[config.mk]
export PLATFORM = sky130hd
export DESIGN_NAME = systolic_result_drain
export DESIGN_NICKNAME = d
export VERILOG_FILES = /design/src/rtl/systolic_result_drain.sv
export SDC_FILE = /design/constraint.sdc
export NUM_CORES = 1
export LEC_CHECK = 0
export ABC_AREA = 1
export BUFFER_PORTS_ARGS = -buffer_cell sky130_fd_sc_hd__clkbuf_2
export CAP_MARGIN = 15
export CORE_AREA = 4 4 412 414
export DETAILED_ROUTE_END_ITERATION = 8
export DIE_AREA = 0 0 416 418
export PLACE_DENSITY_LB_ADDON = 0.15
export SETUP_SLACK_MARGIN = 0.5
export SLEW_MARGIN = 20
export SYNTH_ARGS = -nofsm -noshare
export SYNTH_HDL_FRONTEND = slang
export SYNTH_SLANG_ARGS = --single-unit
[constraint.sdc]
create_clock -name clk -period 103.6 [get_ports clk]
set_input_delay 15.54 -clock clk [delete_from_list [all_inputs] [get_ports clk]]
set_output_delay 15.54 -clock clk [all_outputs]
set_load 0.01 [all_outputs]
[src/rtl/systolic_result_drain.sv]
// Result drain for the systolic multiplier: captures the M x P accumulator frame on done,
// then streams each element row-major over valid/ready, requantized by rounding shift and saturation.
module systolic_result_drain #(
  parameter int M            = 8,
  parameter int P            = 8,
  parameter int RESULT_WIDTH = 16,
  parameter int OUT_WIDTH    = 8,
  localparam int ROW_W       = (M > 1) ? $clog2(M) : 1,
  localparam int COL_W       = (P > 1) ? $clog2(P) : 1
) (
  input  logic                           clk,
  input  logic                           rst,
  input  logic                           done,
  input  logic [M*P*RESULT_WIDTH-1:0]    result_c,
  input  logic [3:0]                     shift,
  output logic                           m_valid,
  input  logic                           m_ready,
  output logic [OUT_WIDTH-1:0]           m_data,
  output logic                           m_sat,
  output logic                           m_last,
  output logic [ROW_W-1:0]               m_row,
  output logic [COL_W-1:0]               m_col,
  output logic                           busy,
  output logic                           overrun
);

  localparam int N     = M * P;
  localparam int IDX_W = (N > 1) ? $clog2(N) : 1;
  localparam int XW    = RESULT_WIDTH + 1;
  localparam logic signed [XW-1:0] SAT_MAX = XW'((1 << (OUT_WIDTH - 1)) - 1);
  localparam logic signed [XW-1:0] SAT_MIN = XW'(-(1 << (OUT_WIDTH - 1)));

  typedef enum logic {IDLE, STREAM} state_e;

  state_e                   state_q, state_d;
  logic [ROW_W-1:0]         row_q, row_d;
  logic [COL_W-1:0]         col_q, col_d;
  logic [3:0]               shift_q;
  logic                     overrun_q, overrun_d;
  logic                     load;
  logic                     handshake;
  logic                     last_elem;
  logic signed [RESULT_WIDTH-1:0] buf_q [N];

  // NOTE: sequential state uses non-blocking assignments so every register samples pre-edge values.
  always_ff @(posedge clk) begin
    if (rst) begin
      state_q   <= IDLE;
      row_q     <= '0;
      col_q     <= '0;
      shift_q   <= '0;
      overrun_q <= 1'b0;
    end else begin
      state_q   <= state_d;
      row_q     <= row_d;
      col_q     <= col_d;
      overrun_q <= overrun_d;
      if (load) shift_q <= shift;
    end
  end

  // NOTE: the frame buffer is deliberately not reset; it is only read after a load has filled it.
  always_ff @(posedge clk) begin
    if (load) begin
      for (int i = 0; i < N; i++) begin
        buf_q[i] <= result_c[i*RESULT_WIDTH +: RESULT_WIDTH];
      end
    end
  end

  assign m_valid   = (state_q == STREAM);
  assign busy      = m_valid;
  assign overrun   = overrun_q;
  assign handshake = m_valid & m_ready;
  assign last_elem = (row_q == ROW_W'(M - 1)) && (col_q == COL_W'(P - 1));

  // NOTE: every combinational output gets a default first so no path can infer a latch.
  always_comb begin
    state_d   = state_q;
    row_d     = row_q;
    col_d     = col_q;
    overrun_d = overrun_q;
    load      = 1'b0;
    unique case (state_q)
      IDLE: begin
        if (done) begin
          load    = 1'b1;
          state_d = STREAM;
          row_d   = '0;
          col_d   = '0;
        end
      end
      STREAM: begin
        if (handshake && last_elem) begin
          // A done coinciding with the final handshake starts the next frame back-to-back.
          row_d = '0;
          col_d = '0;
          if (done) load = 1'b1;
          else      state_d = IDLE;
        end else begin
          if (done) overrun_d = 1'b1;
          if (handshake) begin
            if (col_q == COL_W'(P - 1)) begin
              col_d = '0;
              row_d = row_q + 1'b1;
            end else begin
              col_d = col_q + 1'b1;
            end
          end
        end
      end
      default: state_d = IDLE;
    endcase
  end

  logic [IDX_W-1:0]               flat_idx;
  logic signed [RESULT_WIDTH-1:0] x;
  logic signed [XW-1:0]           x_ext, rnd, y;
  logic [OUT_WIDTH-1:0]           data_c;
  logic                           sat_c;

  assign flat_idx = IDX_W'(row_q) * IDX_W'(P) + IDX_W'(col_q);
  assign x        = buf_q[flat_idx];

  // One extra bit of headroom keeps x + 2^(s-1) from overflowing before the shift.
  always_comb begin
    x_ext  = XW'(x);
    rnd    = '0;
    if (shift_q != 4'd0) rnd = XW'(1) << (shift_q - 4'd1);
    y      = (x_ext + rnd) >>> shift_q;
    sat_c  = 1'b0;
    data_c = y[OUT_WIDTH-1:0];
    if (y > SAT_MAX) begin
      data_c = SAT_MAX[OUT_WIDTH-1:0];
      sat_c  = 1'b1;
    end else if (y < SAT_MIN) begin
      data_c = SAT_MIN[OUT_WIDTH-1:0];
      sat_c  = 1'b1;
    end
  end

  assign m_data = m_valid ? data_c : '0;
  assign m_sat  = m_valid & sat_c;
  assign m_last = m_valid & last_elem;
  assign m_row  = row_q;
  assign m_col  = col_q;

endmodule

# [Yosys cells after proc, flatten, opt, wreduce, memory -nomap -nowiden]
# Memories as Yosys holds them, arrays and structs flattened.
# Index checks and enable logic that the tools add are counted.
# W data, S select, Z words.
[word_totals] regBits=12 ramBits=1024 input_bits=1032 output_inout_bits=19 elab_cells=53 n_memories=1
[mem_list] memory="buf_q" depth=64 word_bits=16 rd=1 rd_clocked_by_memory_dff=0 write_ports=64 line_no="43" source="logic signed [RESULT_WIDTH-1:0] buf_q [N];"
[classes] n_addsub=5 order_cmp=2 n_eq_ne=5 shifts=2 mux=22 n_bitwise=5 n_reduce_logical=6
[op_table] operator="$mux W8" count=3
[op_table] operator="$mux W3" count=7
[op_table] operator="$add A16 B17 Y17" count=1
[op_table] operator="$gt A17 B8 Y1 const B" count=1
[op_table] operator="$lt A17 B8 Y1 const B" count=1
[op_table] operator="$mux W17" count=1
[op_table] operator="$shl A1 B4 Y17 const A" count=1
[op_table] operator="$sshr A17 B4 Y17" count=1
[op_table] operator="$pmux W3 S2" count=2
[op_table] operator="$mux W1" count=7
[op_table] operator="$add A3 B1 Y3 const B" count=2
[op_table] operator="$add A6 B3 Y6" count=1
[op_table] operator="$eq A3 B3 Y1 const B" count=2
[op_table] operator="$ne A3 B1 Y1 const B" count=2
[op_table] operator="$reduce_and A3 Y1" count=2
[op_table] operator="$pmux W1 S2" count=2
[op_table] operator="$reduce_bool A4 Y1" count=1
[op_table] operator="$sub A4 B1 Y4 const B" count=1
[op_table] operator="$and A1 B1 Y1" count=3
[op_table] operator="$logic_and A1 B1 Y1" count=2
[op_table] operator="$ne A2 B2 Y1 const B" count=1
[op_table] operator="$not A1 Y1" count=2
[op_table] operator="$reduce_and A2 Y1" count=1

# [Depth between registers and ports, before layout]
[depth] ltp_word=9 ltp_mapped=36 depth_no_buf=31

# [Worst setup path after synthesis]
# OpenSTA, ideal clock, no wires.
[synth_path] path_type="input -> register" from="input m_ready" to="register shift_q[0]" setup_ns=0.216 arrival_ns=65.960 t_required_ns=103.384 setup_slack_ns=37.423 path_stages=7 n_path_buf=0 path_cell_list="nand2_1 > nand2_1 > inv_1 > nor2_1 > inv_1 > o21ai_0 > a21oi_1"
[synth_via] elab_chain_len=4
[synth_rtl] item="from (decl)" line_no="17" source="input logic m_ready,"
[synth_rtl] item="$and A1 B1 Y1" line_no="74" source="assign handshake = m_valid & m_ready;"
[synth_rtl] item="$logic_and A1 B1 Y1" line_no="94" source="if (handshake && last_elem) begin"
[synth_rtl] item="$mux W1" line_no="94"
[synth_rtl] item="$pmux W1 S2" line_no="84" source="unique case (state_q)"
[synth_rtl] item="net load" line_no="40" source="logic load;"
[synth_rtl] item="to (signal assigned)" line_no="58" source="if (load) shift_q <= shift;"
[synth_rtl] item="to (decl)" line_no="38" source="logic [3:0] shift_q;"
# The timed path passes the listed nets, and every way through them passes these cells.
# A chain may end at the register's enable or synchronous reset.

# [Worst setup path after layout]
[layout_path] from="register col_q[0] (netlist: m_col[0])" to="output m_data[6]"
[layout_via] elab_chain_len=8 word_cells_on_any_way=9 cone_classes="add/sub (2); order compare (2); shift (1); mux (3); memory (1)"
[layout_rtl] item="from (decl)" line_no="37" source="logic [COL_W-1:0] col_q, col_d;"
[layout_rtl] item="from (signal assigned)" line_no="56" source="col_q <= col_d;"
[layout_rtl] item="$add A6 B3 Y6 (*)" line_no="122" source="assign flat_idx = IDX_W'(row_q) * IDX_W'(P) + IDX_W'(col_q);"
[layout_rtl] item="$mem_v2 Z64 W16 (*)"
[layout_rtl] item="$add A16 B17 Y17 (*)" line_no="130" source="y = (x_ext + rnd) >>> shift_q;"
[layout_rtl] item="$sshr A17 B4 Y17 (*)" line_no="130"
[layout_rtl] item="$lt A17 B8 Y1" line_no="136" source="end else if (y < SAT_MIN) begin"
[layout_rtl] item="$mux W8" line_no="136"
[layout_rtl] item="$mux W8 (*)" line_no="133" source="if (y > SAT_MAX) begin"
[layout_rtl] item="$mux W8 (*)" line_no="142" source="assign m_data = m_valid ? data_c : '0;"
[layout_rtl] item="to (decl)" line_no="18" source="output logic [OUT_WIDTH-1:0] m_data,"
# Every way passes the cells marked *; elsewhere a longest branch is shown, timed or not.

==> reports/summary.txt <==
LEAKAGE -> 20.2 nW
Tmin final -> 23,340 ps
Ys Warns -> 0
Top cell type's share of synthesized area -> 73.1%
First DRT Iteration DRCs -> 3,206
Initial antenna violation count -> 81
Cell taking the most area after synthesis -> edfxtp_1
Crit path kind -> reg2out
Clock power share -> 40.4%
Reg2reg start -> m_row[0]
Startpoint types -> flop
Reg2Reg Setup Slack -> 97,350 ps
Filler cells -> 17,100
Seq pwr share -> 49.8%
GRT Overall Usage -> 22.2%
Ys async rst share -> 0%
Hold EP -> overrun
Number of global-route vias before repair -> 32,000
CP top delay family -> compound AO/OA/AOI/OAI gates
CTS sink cnt -> 1,036
Mapped Area -> 42,100 um2
Gate Count Post-Synth -> 3,352
Fin nets -> 5,394
Worst setup EP type -> output port
CTS root buf -> clkbuf_16
Buf+Inv Stages, Crit Path -> 5
Combinational share of power -> 9.7%
Main flop type after synthesis -> edfxtp_1
Vias per cell -> 4.87
Worst EP required -> 88,060 ps
Sw Ratio -> 25.8%
Avg Inst Size Synth -> 12.5 um2
Power Dens Cells -> 18.7 nW/um2
#FFs+latches synth -> 1,036
Setup_tns -> 0 ps
Netlist cell types -> 40
Arr. time, crit path -> 7800 ps
Routed wire length -> 201 mm
Hold Fails Final Rpt -> 0
Die W -> 416 um
Layout cell share with drive strength beyond 1 -> 29.0%
Post-CTS resize count -> 0
Max Fclk -> 42.8 MHz
CORE AREA -> 166,000 um2
Worst hold-check path type -> reg2reg
GPL Wtd Cong -> 0.884
Crit path top cell by count -> nand2_1
Status -> completed
CP Launch Point -> m_col[0]
Final setup vio count -> 0
Clk Latency, worst-skew pair -> 790 ps
Post-synthesis sequential area ratio -> 73.7%
Max Clock Skew -> 47.8 ps
Antenna Violating Nets Remaining -> 0
Hold path cells -> 2
Placed inst area -> 49,600 um2
WL per Instance -> 30.0 um
First-pass GRT wire length -> 268 mm
Port bufs -> 1,050
Global-route congestion overflow total -> 0
Starting Density -> 25.3%
Fin area -> 53,400 um2
Most instantiated cells after synthesis -> 1,024 x edfxtp_1, 663 x nor2_1, 619 x o21ai_0
Crit Path Max Fanout -> 131
Max Slew Vio Count -> 0
Internal -> 0.000741 W
Worst hold start -> overrun
Cts bufs inserted -> 121
Clock Path Buffers -> 3
Largest net degree at the start of global routing -> 168
CTS tree -> yes
Htree depth -> 3
FP Rows -> 150
Worst-Margin Slew -> 1200 ps
Worst VDD drop -> 0.0000155 V
Crit share post-route -> 22.5%
Reg2reg end -> buf_q[34][3]
CP max stage cell -> buf_4
Syn Nets -> 4,405
Relative slew margins -> 19.8%
DR vias -> 32,500
RSZ-0062 raised after global routing -> false
I/O pin cnt -> 1,051
Die ar. -> 174,000 um2
Synth area leaders -> edfxtp_1 73%, o21ai_0 7.4%, nor2_1 5.9%
Cell depth of the worst setup path -> 30
Postcts setup bufs -> 0
Residual DRC -> 0
EDFF count, synth -> 1,024
Switch Pwr -> 0.000258 W
Reg2reg path depth -> 14
Max_cap viols -> 0
DR pass1 iterations -> 5
Syn-to-layout area delta -> 26.9%
Most frequent cell after synthesis -> edfxtp_1
Hpwl dp -> 150 mm
Die Y -> 418 um
Clock slew seen by the registers of the worst setup and hold paths -> 60 ps
Hold-fix buffers at CTS -> 0
CP peak stage delay -> 730 ps
[power groups by stage]
stage	Clock [W]	Sequential (W)	Combinational [W]
after floorplan	0	0.000540	0.0000447
after global routing	0.000432	0.000499	0.000106
after CTS	0.000414	0.000498	0.0000984
after global placement	0	0.000506	0.0000986
final	0.000404	0.000498	0.0000970
after detailed placement	0	0.000506	0.0000981
[worst max-delay path by stage]
stage / endpoint
2_1_floorplan: shift_q[0]
3_3_place_gp: m_data[0]
3_5_place_dp: m_data[3]
4_1_cts: m_data[3]
5_1_grt: m_data[4]
6_report: m_data[6]
[layer usage]
metal | track usage, % | vias up | share of wire (%)
li1 | - | 14500 | -
met1 | 28.9 | 16500 | 42
met4 | 6.32 | 22 | 2.1
met5 | 0 | - | 0.080
met3 | 4.81 | 246 | 6.1
met2 | 37.1 | 1259 | 50
[final cells by class]
cell class / instances / area [um2] / area share [%]
inverters: 50 / 226 / 0.424
repair buffers: 1098 / 5670 / 10.6
multi-input cells: 2034 / 9940 / 18.6
well taps: 2204 / 2760 / 5.17
diodes: 50 / 125 / 0.234
clock inverters: 63 / 478 / 0.895
flip-flops and latches: 1036 / 31000 / 58.1
clock buffers: 152 / 3170 / 5.93
[worst min-delay path, stage by stage, from the launching register on]
cell and delay [ps]:
dfxtp_1 330, a21oi_1 40, nor2_1 70
[registers in the layout, indices dropped and copies added, names as in the netlist]
| register | flops |
|---|---|
| buf_q | 1024 |
| busy | 1 |
| m_col | 3 |
| m_row | 3 |
| overrun | 1 |
| shift_q | 4 |
[kinds of logic (layout without fill, tap and decap cells)]
family | count (synthesis) | in the layout | share of synthesized area, %
AOI/OAI and AO/OA | 1002 | 1002 | 13.4
xor gates and xnor gates | 7 | 7 | 0.146
adders and majority gates | 21 | 21 | 0.643
buffers and inverters | 282 | 1363 | 2.69
DFF | 1036 | 1036 | 73.7
other | 1 | 51 | 0.00892
and+or+nand+nor | 1003 | 1003 | 9.43
[stage by stage]
| step | setup slack (ps) | instances | hold WS, ps | total power (W) | util (%) |
|---|---|---|---|---|---|
| 2_1_floorplan | 37420 | 3352 | 502 | 0.000585 | - |
| 3_3_place_gp | 80960 | 6422 | 455 | 0.000605 | 29.8 |
| 3_5_place_dp | 81020 | 6422 | 468 | 0.000604 | 29.8 |
| 4_1_cts | 80160 | 6637 | 484 | 0.00101 | 32.0 |
| 5_1_grt | 79680 | 6670 | 516 | 0.00104 | 32.1 |
| 6_report | 80260 | 6687 | 476 | 0.000999 | 32.1 |
[cells in the final DEF (no fill, tap or decap), types with 3 or more instances in the layout]
| cell | instances |
|---|---|
| inv_1 | 42 |
| inv_2 | 3 |
| nand2_2 | 6 |
| clkinv_4 | 7 |
| ha_1 | 20 |
| o21ai_1 | 3 |
| a21o_1 | 4 |
| buf_12 | 4 |
| clkbuf_2 | 1050 |
| o311ai_0 | 5 |
| xnor2_1 | 4 |
| nand3_1 | 110 |
| clkinv_2 | 16 |
| dfxtp_4 | 5 |
| clkbuf_16 | 122 |
| a21oi_1 | 38 |
| nor2_1 | 662 |
| clkinvlp_4 | 5 |
| o211ai_1 | 16 |
| clkinv_1 | 27 |
| clkbuf_1 | 30 |
| dfxtp_1 | 6 |
| o21ai_0 | 618 |
| o221ai_1 | 35 |
| nand2_1 | 212 |
| edfxtp_1 | 1024 |
| o22ai_1 | 253 |
| diode_2 | 50 |
| o21bai_1 | 9 |
| buf_4 | 43 |
| o32ai_1 | 12 |
| inv_6 | 3 |
| clkinv_16 | 3 |
| nand3_2 | 3 |
| nand4_1 | 4 |
| xor2_1 | 3 |
No activity file was read; power rests on OpenSTA's default activity.
